$ cat src/rtl/serial_operand_feeder.sv
// serial_operand_feeder
//
// Accepts a parallel operand pair (op_a, op_b) plus a carry-in through a
// valid/ready handshake and streams the operands out LSB first, one bit per
// cycle. Each frame is WIDTH data cycles followed by GAP idle slots.
//
// Parameters
//   WIDTH : operand width (serial bits per frame)
//   GAP   : idle slots after the last data bit of each frame (1..3)
//
// Ports
//   clk         : clock, all state updates on the rising edge
//   rst         : asynchronous, active-high reset
//   in_valid    : upstream offers an operand pair
//   in_ready    : feeder accepts the pair this cycle (IDLE or final gap slot)
//   op_a, op_b  : parallel operands, held by upstream until accepted
//   cin         : carry-in belonging to the offered pair
//   a, b        : registered serial operand bits, LSB first
//   carryin     : captured cin, constant for the whole frame and after it
//   frame_start : one-cycle pulse coincident with bit 0 on a/b
//   busy        : high while data bits or gap slots are being presented
//   frames_sent : completed-frame counter, wraps modulo 256

module serial_operand_feeder #(
  parameter int unsigned WIDTH = 4,
  parameter int unsigned GAP   = 1
) (
  input  logic             clk,
  input  logic             rst,
  input  logic             in_valid,
  output logic             in_ready,
  input  logic [WIDTH-1:0] op_a,
  input  logic [WIDTH-1:0] op_b,
  input  logic             cin,
  output logic             a,
  output logic             b,
  output logic             carryin,
  output logic             frame_start,
  output logic             busy,
  output logic [7:0]       frames_sent
);

  // The counter must reach both WIDTH-1 (data) and GAP-1 (at most 2).
  localparam int unsigned CNT_W = ($clog2(WIDTH) > 2) ? $clog2(WIDTH) : 2;
  localparam logic [CNT_W-1:0] LAST_BIT = CNT_W'(WIDTH - 1);
  localparam logic [CNT_W-1:0] LAST_GAP = CNT_W'(GAP - 1);
  localparam logic [CNT_W-1:0] CNT_ONE  = CNT_W'(1);

  typedef enum logic [1:0] {
    S_IDLE,
    S_SHIFT,
    S_GAP
  } state_t;

  state_t           state_q, state_d;
  logic [CNT_W-1:0] cnt_q, cnt_d;
  logic [WIDTH-1:0] sh_a_q, sh_a_d;
  logic [WIDTH-1:0] sh_b_q, sh_b_d;
  logic             carry_q, carry_d;
  logic             a_q, a_d;
  logic             b_q, b_d;
  logic             fs_q, fs_d;
  logic [7:0]       frames_q, frames_d;

  logic             last_gap;
  logic             accept;

  assign last_gap = (state_q == S_GAP) && (cnt_q == LAST_GAP);

  // Ready is forced low while reset is asserted even though the state
  // register already sits in IDLE.
  assign in_ready = !rst && ((state_q == S_IDLE) || last_gap);
  assign accept   = in_valid && in_ready;

  // Next-state and datapath.
  // The shift registers hold only the bits not yet presented: bit 0 goes
  // straight into the a/b output flops on accept, the rest are shifted
  // down one position per SHIFT cycle.
  always_comb begin
    state_d  = state_q;
    cnt_d    = cnt_q;
    sh_a_d   = sh_a_q;
    sh_b_d   = sh_b_q;
    carry_d  = carry_q;
    frames_d = frames_q;
    a_d      = 1'b0;
    b_d      = 1'b0;
    fs_d     = 1'b0;

    case (state_q)
      S_IDLE: begin
        // Wait for an accepted operand pair (handled below).
      end

      S_SHIFT: begin
        if (cnt_q == LAST_BIT) begin
          state_d = S_GAP;
          cnt_d   = '0;
        end else begin
          cnt_d  = cnt_q + CNT_ONE;
          a_d    = sh_a_q[0];
          b_d    = sh_b_q[0];
          sh_a_d = sh_a_q >> 1;
          sh_b_d = sh_b_q >> 1;
        end
      end

      S_GAP: begin
        if (cnt_q == LAST_GAP) begin
          frames_d = frames_q + 8'd1;
          state_d  = S_IDLE;
          cnt_d    = '0;
        end else begin
          cnt_d = cnt_q + CNT_ONE;
        end
      end

      default: begin
        state_d = S_IDLE;
        cnt_d   = '0;
      end
    endcase

    // Accept can only happen in IDLE or the final gap slot, so it safely
    // overrides whatever the case above decided for those states.
    if (accept) begin
      state_d = S_SHIFT;
      cnt_d   = '0;
      a_d     = op_a[0];
      b_d     = op_b[0];
      sh_a_d  = op_a >> 1;
      sh_b_d  = op_b >> 1;
      carry_d = cin;
      fs_d    = 1'b1;
    end
  end

  always_ff @(posedge clk or posedge rst) begin
    if (rst) begin
      state_q  <= S_IDLE;
      cnt_q    <= '0;
      sh_a_q   <= '0;
      sh_b_q   <= '0;
      carry_q  <= 1'b0;
      a_q      <= 1'b0;
      b_q      <= 1'b0;
      fs_q     <= 1'b0;
      frames_q <= '0;
    end else begin
      state_q  <= state_d;
      cnt_q    <= cnt_d;
      sh_a_q   <= sh_a_d;
      sh_b_q   <= sh_b_d;
      carry_q  <= carry_d;
      a_q      <= a_d;
      b_q      <= b_d;
      fs_q     <= fs_d;
      frames_q <= frames_d;
    end
  end

  assign a           = a_q;
  assign b           = b_q;
  assign frame_start = fs_q;
  assign carryin     = carry_q;
  assign busy        = (state_q != S_IDLE);
  assign frames_sent = frames_q;

endmodule

$ cat config.mk
export PLATFORM = sky130hd
export DESIGN_NAME = serial_operand_feeder
export DESIGN_NICKNAME = d
export VERILOG_FILES = /design/src/rtl/serial_operand_feeder.sv
export SDC_FILE = /design/constraint.sdc
export NUM_CORES = 1
export LEC_CHECK = 0
export CAP_MARGIN = 15
export CORE_UTILIZATION = 52
export DETAILED_ROUTE_END_ITERATION = 6
export GPL_ROUTABILITY_DRIVEN = 0
export HOLD_SLACK_MARGIN = 0.06
export MAX_ROUTING_LAYER = met4
export PLACE_DENSITY = 0.87
export SLEW_MARGIN = 20
export SYNTH_ARGS = -nofsm -noshare
export SYNTH_HDL_FRONTEND = slang
export SYNTH_SLANG_ARGS = --single-unit
$ cat constraint.sdc
create_clock -name clk -period 5.09 [get_ports clk]
set_input_delay 0.509 -clock clk [delete_from_list [all_inputs] [get_ports clk]]
set_output_delay 0.509 -clock clk [all_outputs]
set_load 0.01 [all_outputs]
Word-level counts from Yosys, hierarchy flattened
Index checks and enable logic that the tools add are counted.
- magnitude comparators: 0
- shift-type cells: 0
- multiply operators: 0
- reduce and logical (&&, ||, !) cells: 12
- add/subtract/negate cells: 2
- div/mod/pow operators: 0
- mux-type cells: 21
- bitwise logic cells: 0
- equal/unequal tests: 7
- operators by type and width (operator ; count):
    $mux 4 ; 6
    $mux 2 ; 6
    $pmux 2 s3 ; 2
    $add 8x1->8 const B ; 1
    $mux 1 ; 7
    $eq 2x2->1 const B ; 2
    $logic_not 2->1 ; 2
    $ne 2x2->1 const B ; 2
    $reduce_and 2->1 ; 2
    $reduce_bool 2->1 ; 2
    $logic_and 1x1->1 ; 3
    $ne 3x2->1 const B ; 1
    $ne 3x3->1 const B ; 1
    $reduce_and 3->1 ; 1
    $add 2x1->2 const B ; 1
    $eq 2x1->1 const B ; 1
    $logic_not 1->1 ; 1
    $logic_or 1x1->1 ; 1
- flip-flop bits (word level): 24
- output and inout port bits: 14
- bits in latches: 0
- bits of input ports: 12
- logic and storage cells: 51
- bits in writable memories: 0
- bits in read-only memories: 0
- memories kept: 0

Depth between registers and ports, before layout
Gate-level depths: netlist (run 1).
- depth after elaboration: 7
- gate-level depth with buffers: 7
- mapped depth without buffers: 5

Worst setup path before layout (run 1)
OpenSTA, ideal clock, no wires.
- path type: register to register
- from: reg cnt_q[0]
- to: reg carry_q, in the netlist carryin
- setup slack: 3.421 ns
- arrival: 1.544 ns
- required time: 4.965 ns
- library setup time: 0.125 ns
- path buffers: 1
- stages on the path, launching flop included: 7
- clock period less this slack: 1.669 ns
- path through: dfrtp_1 > inv_1 > ha_1 > a21oi_2 > nor3b_4 > buf_6 > mux2_4
- word-level cells in the longest chain between the ends: 5
- RTL lines (what ; RTL line ; RTL):
    start: declaration ; 56 ; logic [CNT_W-1:0] cnt_q, cnt_d;
    start signal: assignment ; 151 ; cnt_q <= cnt_d;
    $logic_not 2->1 ; 68 ; assign last_gap = (state_q == S_GAP) && (cnt_q == LAST_GAP);
    $logic_and 1x1->1 ; 68 ;
    $logic_or 1x1->1 ; 72 ; assign in_ready = !rst && ((state_q == S_IDLE) || last_gap);
    $logic_and 1x1->1 ; 72 ;
    $logic_and 1x1->1 ; 73 ; assign accept = in_valid && in_ready;
    named net accept ; 66 ; logic accept;
    end signal: assignment ; 154 ; carry_q <= carry_d;
    end: declaration ; 59 ; logic carry_q, carry_d;
The timed path passes the listed nets, and every way through them passes these cells.
A chain may end at the register's enable or synchronous reset.

Worst setup path in the final report (run 1)
- from: reg state_q[0]
- to: out in_ready
- word-level cells in the longest chain between the ends: 4
- elaborated cells between the ends (all ways): 5
- classes of those cells: eq/ne (1); reduce/logical (4)
- RTL lines (what ; RTL line ; RTL):
    start: declaration ; 55 ; state_t state_q, state_d;
    start signal: assignment ; 150 ; state_q <= state_d;
    $eq 2x2->1 ; 68 ;
    $logic_and 1x1->1 ; 68 ;
    $logic_or 1x1->1 * ; 72 ;
    $logic_and 1x1->1 * ; 72 ;
    end: declaration ; 31 ; output logic in_ready,
Mark *: on every way between the ends. The rest lies on a longest branch, timed or not.

==> results.toml, run 1 <==
[worst_hold_path]
hold_class = "reg2reg"

[detailed_routing]
drcViolationCount = 0
drt-wirelength-per-cell_um = 13.07
antenna_left = 0
totalWireLength_um = 1961
via_per_inst = 5.247
dr.pass1.iters = 4
drt_iter0_drc = 9
vias = 787

[power_and_ir_drop]
p_sw_uw = 200.7
vdd_drop_max_mv = 0.3105
combPwrFrac_pct = 39.7
p_int_uw = 440.4
seq_power_share_pct = 39.6
pwr-share-clk_pct = 20.8
power_density_mw_per_mm2 = 448.3
sw_frac_of_total_pct = 31.30
power.static_leakage_nw = 0.6548

[grt]
antenna_found_initial = 0
grt_pass1_vias = 747
grt_pass1_wl_um = 3091
grt_max_degree = 23
track_usage_pct = 19.81
grt_overflow = 0

[place]
portBuffers = 25
dpl.hpwl_um = 1489
dp_slack_ps = 2899

[clock_network]
clock_path_buffers = 2
htreeDepth = 1
cts.repair.resized = 0
ctsHoldBuffers = 0
cts_tree = "built"
cts_setup_buffers = 0
cts_root_buf = "clkbuf_4"
path_clk_slew_ps = 120
cts_buffers = 3
clk_latency_ps = 300
cts.sinks = 22

[sta]
slew_headroom_pct = 45.55
max_freq_mhz = 410.4
clock_skew_ps = 1.003
hold_viol = 0
setup_ws_ps = 2653
tightest_slew_ps = 815.8
tns_ps = 0
setup_viol = 0
min_period_ps = 2437
slew_viol_final = 0
grt_setup_unrepaired = "no"
timing.hold.ws_ps = 500.4
finalCritPeriodShare_pct = 47.88

[synth]
synth_area_leaders = "dfrtp_1 (49%), mux2_2 (9.1%), ha_1 (7.9%), xnor2_1 (3.9%), mux2i_1 (3.6%)"
synth_seq_area_share_pct = 49.49
synth_area_per_cell_sq_um = 11.59
syn_inst = 96
ys_seq_elements = 22
syn_area_sq_mm = 0.001112
synth.distinct_cells = 27
synth_warnings = 0
yosysTopAreaCell = "dfrtp_1"
synth_nets = 115
synth.top_cell.area_share_pct = 49.49

[cells_and_area]
drive_above_1_share_pct = 13.01
nets = 143
area.growth.synth_to_final_pct = 28.57
diodes = 0
utilization_pct = 72.16

[worst_setup_path]
critPathCaptureType = "primary output"
slowest_stage = "clkdlybuf4s50_1"
crit_family = "buffers and inverters"
crit_chain = "inv_1 -> ha_1 -> a21oi_2 -> nor2_1 -> clkdlybuf4s50_1"
crit_fanout = 9
worst_ep_arrival_time_ps = 1930
r2r_slack_ps = 2970
cp_num_buf_inv = 2
worstSetupPathType = "reg2out"
cp-start-kind = "register"
max_stage_delay_ps = 540
crit_required_ps = 4580

[job]
maxCapViolCount = 0

[floorplanning]
fp.dieArea_sq_mm = 0.002328
die_x_um = 48.25
start_util_pct = 56.12
die_h_um = 48.25
rows = 16
io_pins = 26
core_sq_mm = 0.001982

[run_status]
status = "finished, final reports clean"
-- path summary, 6_finish.rpt --
path / startpoint / endpoint / depth (start not counted)
setup / recovery: state_q[0] / in_ready / 5
hold / removal: frames_sent[7] / frames_sent[7] / 1
setup reg to reg: state_q[0] / sh_a_q[0] / 5
hold reg to reg: frames_sent[7] / frames_sent[7] / 1
max in group asynchronous: rst / frames_sent[7] / 2
min in group asynchronous: rst / state_q[1] / 2
-- worst reg2reg max path, cell delays in order, from the launching register on --
cell     delay (ps)
dfrtp_1         420
inv_1            90
ha_1            350
a21oi_2         130
nor3b_4         620
mux2_2          410
-- metal layers --
metal  up-vias  wire length, um  GRT usage, %
li1        384                -             -
met2        26             1002         33.07
met1       372              828         22.95
met3         5               79         3.704
met4         0               51         8.889
met5         -                0             -
-- cells in the mapped netlist --
| master | count |
|---|---|
| a31oi_1 | 1 |
| inv_1 | 10 |
| and3_1 | 1 |
| buf_6 | 1 |
| nor3_1 | 2 |
| a21oi_2 | 1 |
| nand2b_1 | 2 |
| xor2_1 | 2 |
| mux2i_1 | 4 |
| nor3b_4 | 1 |
| dfrtp_1 | 22 |
| o211ai_1 | 1 |
| a21oi_1 | 2 |
| and4_1 | 1 |
| nor2_1 | 2 |
| xnor2_1 | 5 |
| buf_4 | 1 |
| nor3b_1 | 1 |
| a21o_1 | 1 |
| nand4_1 | 2 |
| nor2b_1 | 2 |
| ha_1 | 7 |
| mux2_4 | 1 |
| mux2_2 | 9 |
| nand2_1 | 8 |
| a32oi_1 | 1 |
| nand3_1 | 5 |
-- kinds of logic (layout without fill, tap and decap cells) --
logic type	Yosys count	in the layout	share of synthesized area, %
buffers and inverters	12	39	5.062
adder cells (fa/ha/maj)	7	7	7.874
flip-flops	22	22	49.49
XOR/XNOR	7	7	5.512
AND/OR/NAND/NOR	27	27	13.61
AO/OA/AOI/OAI	7	7	4.388
multiplexers	14	14	14.06
-- power groups by stage --
stage | Sequential [mW] | Clock, mW | Combinational (mW)
2_1_floorplan | 0.261 | 0 | 0.155
3_3_place_gp | 0.255 | 0 | 0.243
3_5_place_dp | 0.258 | 0 | 0.255
4_1_cts | 0.254 | 0.137 | 0.256
5_1_grt | 0.260 | 0.145 | 0.281
6_report | 0.254 | 0.133 | 0.254
-- state kept, by name, summed over array words and instances, names as in the netlist --
signal / flops
sh_a_q: 3
b: 1
state_q: 2
cnt_q: 2
frame_start: 1
carryin: 1
sh_b_q: 3
frames_sent: 8
a: 1
-- layout make-up --
type / count / area (sq um)
Inverter: 10 / 37.54
Clock inverter: 1 / 30.03
Sequential cell: 22 / 550.5
Timing Repair Buffer: 25 / 250.2
Clock buffer: 3 / 22.52
Fill cell: 131 / 551.8
Tap cell: 27 / 33.78
Multi-Input combinational cell: 62 / 505.5
-- stage by stage --
stage	cells	power [mW]	instance area (sq um)
6_report	150	0.6411	1430
4_1_cts	150	0.6480	1430
5_1_grt	150	0.6863	1430
3_5_place_dp	146	0.5128	1378
3_3_place_gp	146	0.4979	1378
2_1_floorplan	96	0.4167	1112
-- placed cells by master, fill, tap and decap left out, drive strengths merged, types with 2 or more instances in the layout --
cell type / Yosys / layout
clkdlybuf4s50: 0 / 25
dfrtp: 22 / 22
inv: 10 / 10
mux2: 10 / 10
nand2: 8 / 8
ha: 7 / 7
nand3: 5 / 5
xnor2: 5 / 5
mux2i: 4 / 4
clkbuf: 0 / 3
a21oi: 3 / 3
nand4: 2 / 2
nor3: 2 / 2
xor2: 2 / 2
nand2b: 2 / 2
nor2b: 2 / 2
nor2: 2 / 2
nor3b: 2 / 2
(Power assumes the default switching activity.)
==> run 2, diff against run 1 <==
--- a/config.mk
+++ b/config.mk
@@ -6,12 +6,12 @@
 export NUM_CORES = 1
 export LEC_CHECK = 0
 export CAP_MARGIN = 15
-export CORE_UTILIZATION = 52
+export CORE_UTILIZATION = 44
 export DETAILED_ROUTE_END_ITERATION = 6
 export GPL_ROUTABILITY_DRIVEN = 0
 export HOLD_SLACK_MARGIN = 0.06
 export MAX_ROUTING_LAYER = met4
-export PLACE_DENSITY = 0.87
+export PLACE_DENSITY = 0.79
 export SLEW_MARGIN = 20
 export SYNTH_ARGS = -nofsm -noshare
 export SYNTH_HDL_FRONTEND = slang
==> constraint.sdc (replaced) <==
create_clock -name clk -period 2 [get_ports clk]
set_input_delay 0.2 -clock clk [delete_from_list [all_inputs] [get_ports clk]]
set_output_delay 0.2 -clock clk [all_outputs]
set_load 0.01 [all_outputs]
==> run 2 against run 1 <==
Effect of this change: sequential share of layout area fell by 2.1 points; total power rose to 2.7 times the previous value; global-route usage fell by 2.2 points.
==> results.toml, run 2 (same netlist as run 1, synthesis figures left out) <==
[sta]
clock_skew_ps = 2.002
tns_ps = 0
tightest_slew_ps = 488.0
hold_viol = 0
min_period_ps = 1803
slew_viol_final = 0
grt_setup_unrepaired = "no"
setup_viol = 0
slew_headroom_pct = 67.43
max_freq_mhz = 554.6
finalCritPeriodShare_pct = 90.16

[place]
placed_cell_area_sq_mm = 0.001416
dpl.hpwl_um = 1502
portBuffers = 25

[clock_network]
cts_tree = "built"
htreeDepth = 1
path_clk_slew_ps = 130
cts_root_buf = "clkbuf_4"
clock_path_buffers = 2
clk_latency_ps = 310
cts.sinks = 22
cts_buffers = 3

[grt]
grt_pass1_vias = 807
track_usage_pct = 17.57
antenna_found_initial = 0
grt_overflow = 0
grt_max_degree = 23
grt_pass1_wl_um = 3470

[detailed_routing]
drt_iter0_drc = 9
drcViolationCount = 0
totalWireLength_um = 1987
via_per_inst = 4.975
antenna_left = 0
vias = 786
drt-wirelength-per-cell_um = 12.58
dr.pass1.iters = 4

[power_and_ir_drop]
vdd_drop_max_mv = 0.7232
power_density_mw_per_mm2 = 1134
power.static_leakage_nw = 0.7059

[worst_setup_path]
worst_ep_arrival_time_ps = 1600
critPathCaptureType = "primary output"
cp-start-kind = "register"
crit_required_ps = 1800
worstSetupPathType = "reg2out"
crit_fanout = 6
r2r_cells = 5

[cells_and_area]
diodes = 0
area.growth.synth_to_final_pct = 35.88
final_common_cell = "clkdlybuf4s50_1"
layout_common_cells = "clkdlybuf4s50_1 (24), dfrtp_1 (22), mux2_2 (9)"
stdcell_area_sq_mm = 0.001511
nets = 150
drive_above_1_share_pct = 20.77
largest_reg_flops = 8

[floorplanning]
rows = 17
die_h_um = 52.28
fp.dieArea_sq_mm = 0.002733
io_pins = 26
start_util_pct = 48.42
die_x_um = 52.28
core_sq_mm = 0.002297

[run_status]
status = "finished, final reports clean"

[job]
maxCapViolCount = 0

[worst_hold_path]
hold_class = "in2async"
==> run 2: cell count changes in the layout (fill, tap and decap cells not counted) <==
cell / change
buf_4: +7
ha_1: -2
ha_4: +2
inv_1: -2
inv_2: +2
clkdlybuf4s50_1: -1
dlymetal6s2s_1: +1
==> run 2: path summary, 6_finish.rpt <==
check | from | end | slack, ps
max | state_q[1] | busy | 200
min | rst | state_q[1] | 320
max reg2reg | cnt_q[0] | sh_b_q[1] | 270
min reg2reg | frames_sent[7] | frames_sent[7] | 480
max in group asynchronous | rst | sh_a_q[2] | 1460
min in group clk | op_a[0] | a | 410
==> run 2: final cells by class <==
| class | instances | area, sq um |
|---|---|---|
| clock buffer | 3 | 22.52 |
| clock inverter | 1 | 30.03 |
| tap | 28 | 35.03 |
| inverter | 10 | 37.54 |
| multi-input combinational | 62 | 530.5 |
| timing repair buffer | 32 | 305.3 |
| fill | 191 | 785.8 |
| sequential | 22 | 550.5 |
==> run 2: power breakdown <==
part / total (mW) / leakage (nW) / switching [mW] / internal (mW)
Clock: 0.344 / 0.0279 / 0.141 / 0.202
Combinational: 0.724 / 0.386 / 0.309 / 0.414
Sequential: 0.647 / 0.292 / 0.0820 / 0.565
==> run 2: layer usage <==
metal  global-route usage [%]  wire [um]
met3                    2.609         83
met5                        -          0
met4                    3.947          0
met2                    28.48        954
met1                    23.22        950
==> run 2: what timing repair did <==
action | CTS | global route
setup endpoints to repair | 1 | 1
setup buffers | 0 | 2
hold buffers | 0 | 0
gates resized for setup | 4 | 3
pin swaps | 0 | 1
==> run 2: metrics by stage <==
stage	cells	setup slack, ps	hold WS (ps)	power [mW]	util (%)
5_1_grt	158	98.83	357.2	1.832	65.80
6_report	158	196.8	324.3	1.714	65.80
4_1_cts	156	11.47	326.2	1.704	64.60
2_1_floorplan	96	331.0	189.2	1.061	-
3_5_place_dp	152	134.8	469.8	1.329	61.66
3_3_place_gp	152	213.0	458.2	1.298	61.66
==> run 2: critical path, cell delays in order, from the launching register on <==
cell	delay, ps
dfrtp_1	390
inv_1	90
ha_4	190
inv_1	90
clkdlybuf4s50_1	540
==> run 3, diff against run 2 <==
--- a/config.mk
+++ b/config.mk
@@ -12,6 +12,7 @@
 export HOLD_SLACK_MARGIN = 0.06
 export MAX_ROUTING_LAYER = met4
 export PLACE_DENSITY = 0.79
+export SETUP_SLACK_MARGIN = 0.3
 export SLEW_MARGIN = 20
 export SYNTH_ARGS = -nofsm -noshare
 export SYNTH_HDL_FRONTEND = slang
==> run 3 against run 2 <==
Effect of this change: flip-flop and latch count unchanged; final cell count up 3.8%; first-iteration DRC count down 22%; clock power up 1%; worst hold slack better by 2.1 ps; critical path depth up 1; routed wire length up 11%; critical path type is now reg2reg; highest routed layer is now met4.
==> results.toml, run 3 (same netlist as run 1, synthesis figures left out) <==
[place]
dpl.cell_count = 152
dpl.hpwl_um = 1502
placed_cell_area_sq_mm = 0.001416
portBuffers = 25

[job]
maxCapViolCount = 0

[floorplanning]
io_pins = 26
die_x_um = 52.28
die_h_um = 52.28
start_util_pct = 48.42
fp.dieArea_sq_mm = 0.002733
rows = 17
core_sq_mm = 0.002297

[grt]
grt_max_degree = 23
antenna_found_initial = 0
grt_overflow = 0
grt_pass1_vias = 909
grt_pass1_wl_um = 3898
track_usage_pct = 19.87

[sta]
min_period_ps = 1707
tns_ps = 0
slew_viol_final = 0
slew_headroom_pct = 81.32
finalCritPeriodShare_pct = 85.36
hold_viol = 0
tightest_slew_ps = 280.2
max_freq_mhz = 585.7
grt_setup_unrepaired = "yes"
clock_skew_ps = 5.001
setup_viol = 0

[worst_hold_path]
hold_class = "in2async"

[clock_network]
clock_path_buffers = 2
clk_latency_ps = 310
cts_root_buf = "clkbuf_4"
cts_buffers = 3
htreeDepth = 1
cts.sinks = 22
path_clk_slew_ps = 130
cts_tree = "built"

[cells_and_area]
diodes = 0
area.growth.synth_to_final_pct = 41.62
stdcell_count = 164
stdcell_area_sq_mm = 0.001575
final_common_cell = "clkdlybuf4s50_1"
nets = 156
utilization_pct = 68.57
drive_above_1_share_pct = 27.21
layout_common_cells = "clkdlybuf4s50_1 (23), dfrtp_1 (22), buf_4 (12)"
largest_reg_flops = 8

[worst_setup_path]
crit_fanout = 6
crit_required_ps = 2210
worst_ep_arrival_time_ps = 1920
critPathCaptureType = "register"
cp-start-kind = "register"
worstSetupPathType = "reg2reg"

[detailed_routing]
dr.pass1.iters = 4
totalWireLength_um = 2210
vias = 829
drcViolationCount = 0
via_per_inst = 5.055
antenna_left = 0
drt_iter0_drc = 7
drt-wirelength-per-cell_um = 13.48

[power_and_ir_drop]
power_density_mw_per_mm2 = 1135
power.static_leakage_nw = 0.7290
power_mw = 1.787
vdd_drop_max_mv = 0.7769

[run_status]
status = "finished, final reports clean"
[run 3: final timing paths]
kind                                   to  cells after the start  slack [ps]           start
setup / recovery                sh_a_q[1]                      5         290        cnt_q[1]
hold / removal                  sh_b_q[1]                      3         330             rst
hold reg to reg            frames_sent[7]                      1         480  frames_sent[7]
setup reg to reg                sh_a_q[1]                      5         290        cnt_q[1]
max in group asynchronous  frames_sent[2]                      3        1450             rst
min in group clk                        a                      3         400         op_a[0]
[run 3: cell type report]
type                            instances  area, sq um
Clock buffer                            3        22.52
Clock inverter                          1        30.03
Fill cell                             188        721.9
Inverter                               10        37.54
Multi-Input combinational cell         62        540.5
Sequential cell                        22        550.5
Tap cell                               28        35.03
Timing Repair Buffer                   38        359.1
[run 3: power breakdown]
group	internal, mW	switching [mW]
Clock	0.203	0.145
Sequential	0.565	0.0824
Combinational	0.456	0.336
Total	1.22	0.564
[run 3: through the flow]
| step | hold WS (ps) | setup slack (ps) |
|---|---|---|
| floorplan | 189.2 | 331.0 |
| global placement | 458.2 | 213.0 |
| detailed placement | 469.8 | 134.8 |
| CTS | 325.4 | 252.5 |
| global route | 368.9 | 229.5 |
| finish | 326.5 | 292.7 |
[run 3: critical path, cell delays in order (launching register included)]
cell and delay [ps]:
dfrtp_1 430, buf_4 150, ha_1 210, nand2b_2 260, mux2_2 300, mux2_2 260
[run 3: repair_timing]
item,in CTS,in global routing
setup buffers,7,1
setup endpoints to repair,15,10
pin swaps,2,2
resized for setup,9,4
hold buffers,0,0
[run 3: layer usage]
| layer | share of wire, % | GRT usage (%) | vias up | wire length (um) |
|---|---|---|---|---|
| met5 | 0 | - | - | 0 |
| met4 | 0.45 | 6.140 | 0 | 10 |
| met3 | 4.6 | 3.188 | 2 | 101 |
| met2 | 52 | 34.18 | 26 | 1148 |
| met1 | 43 | 23.72 | 396 | 949 |
| li1 | - | - | 405 | - |
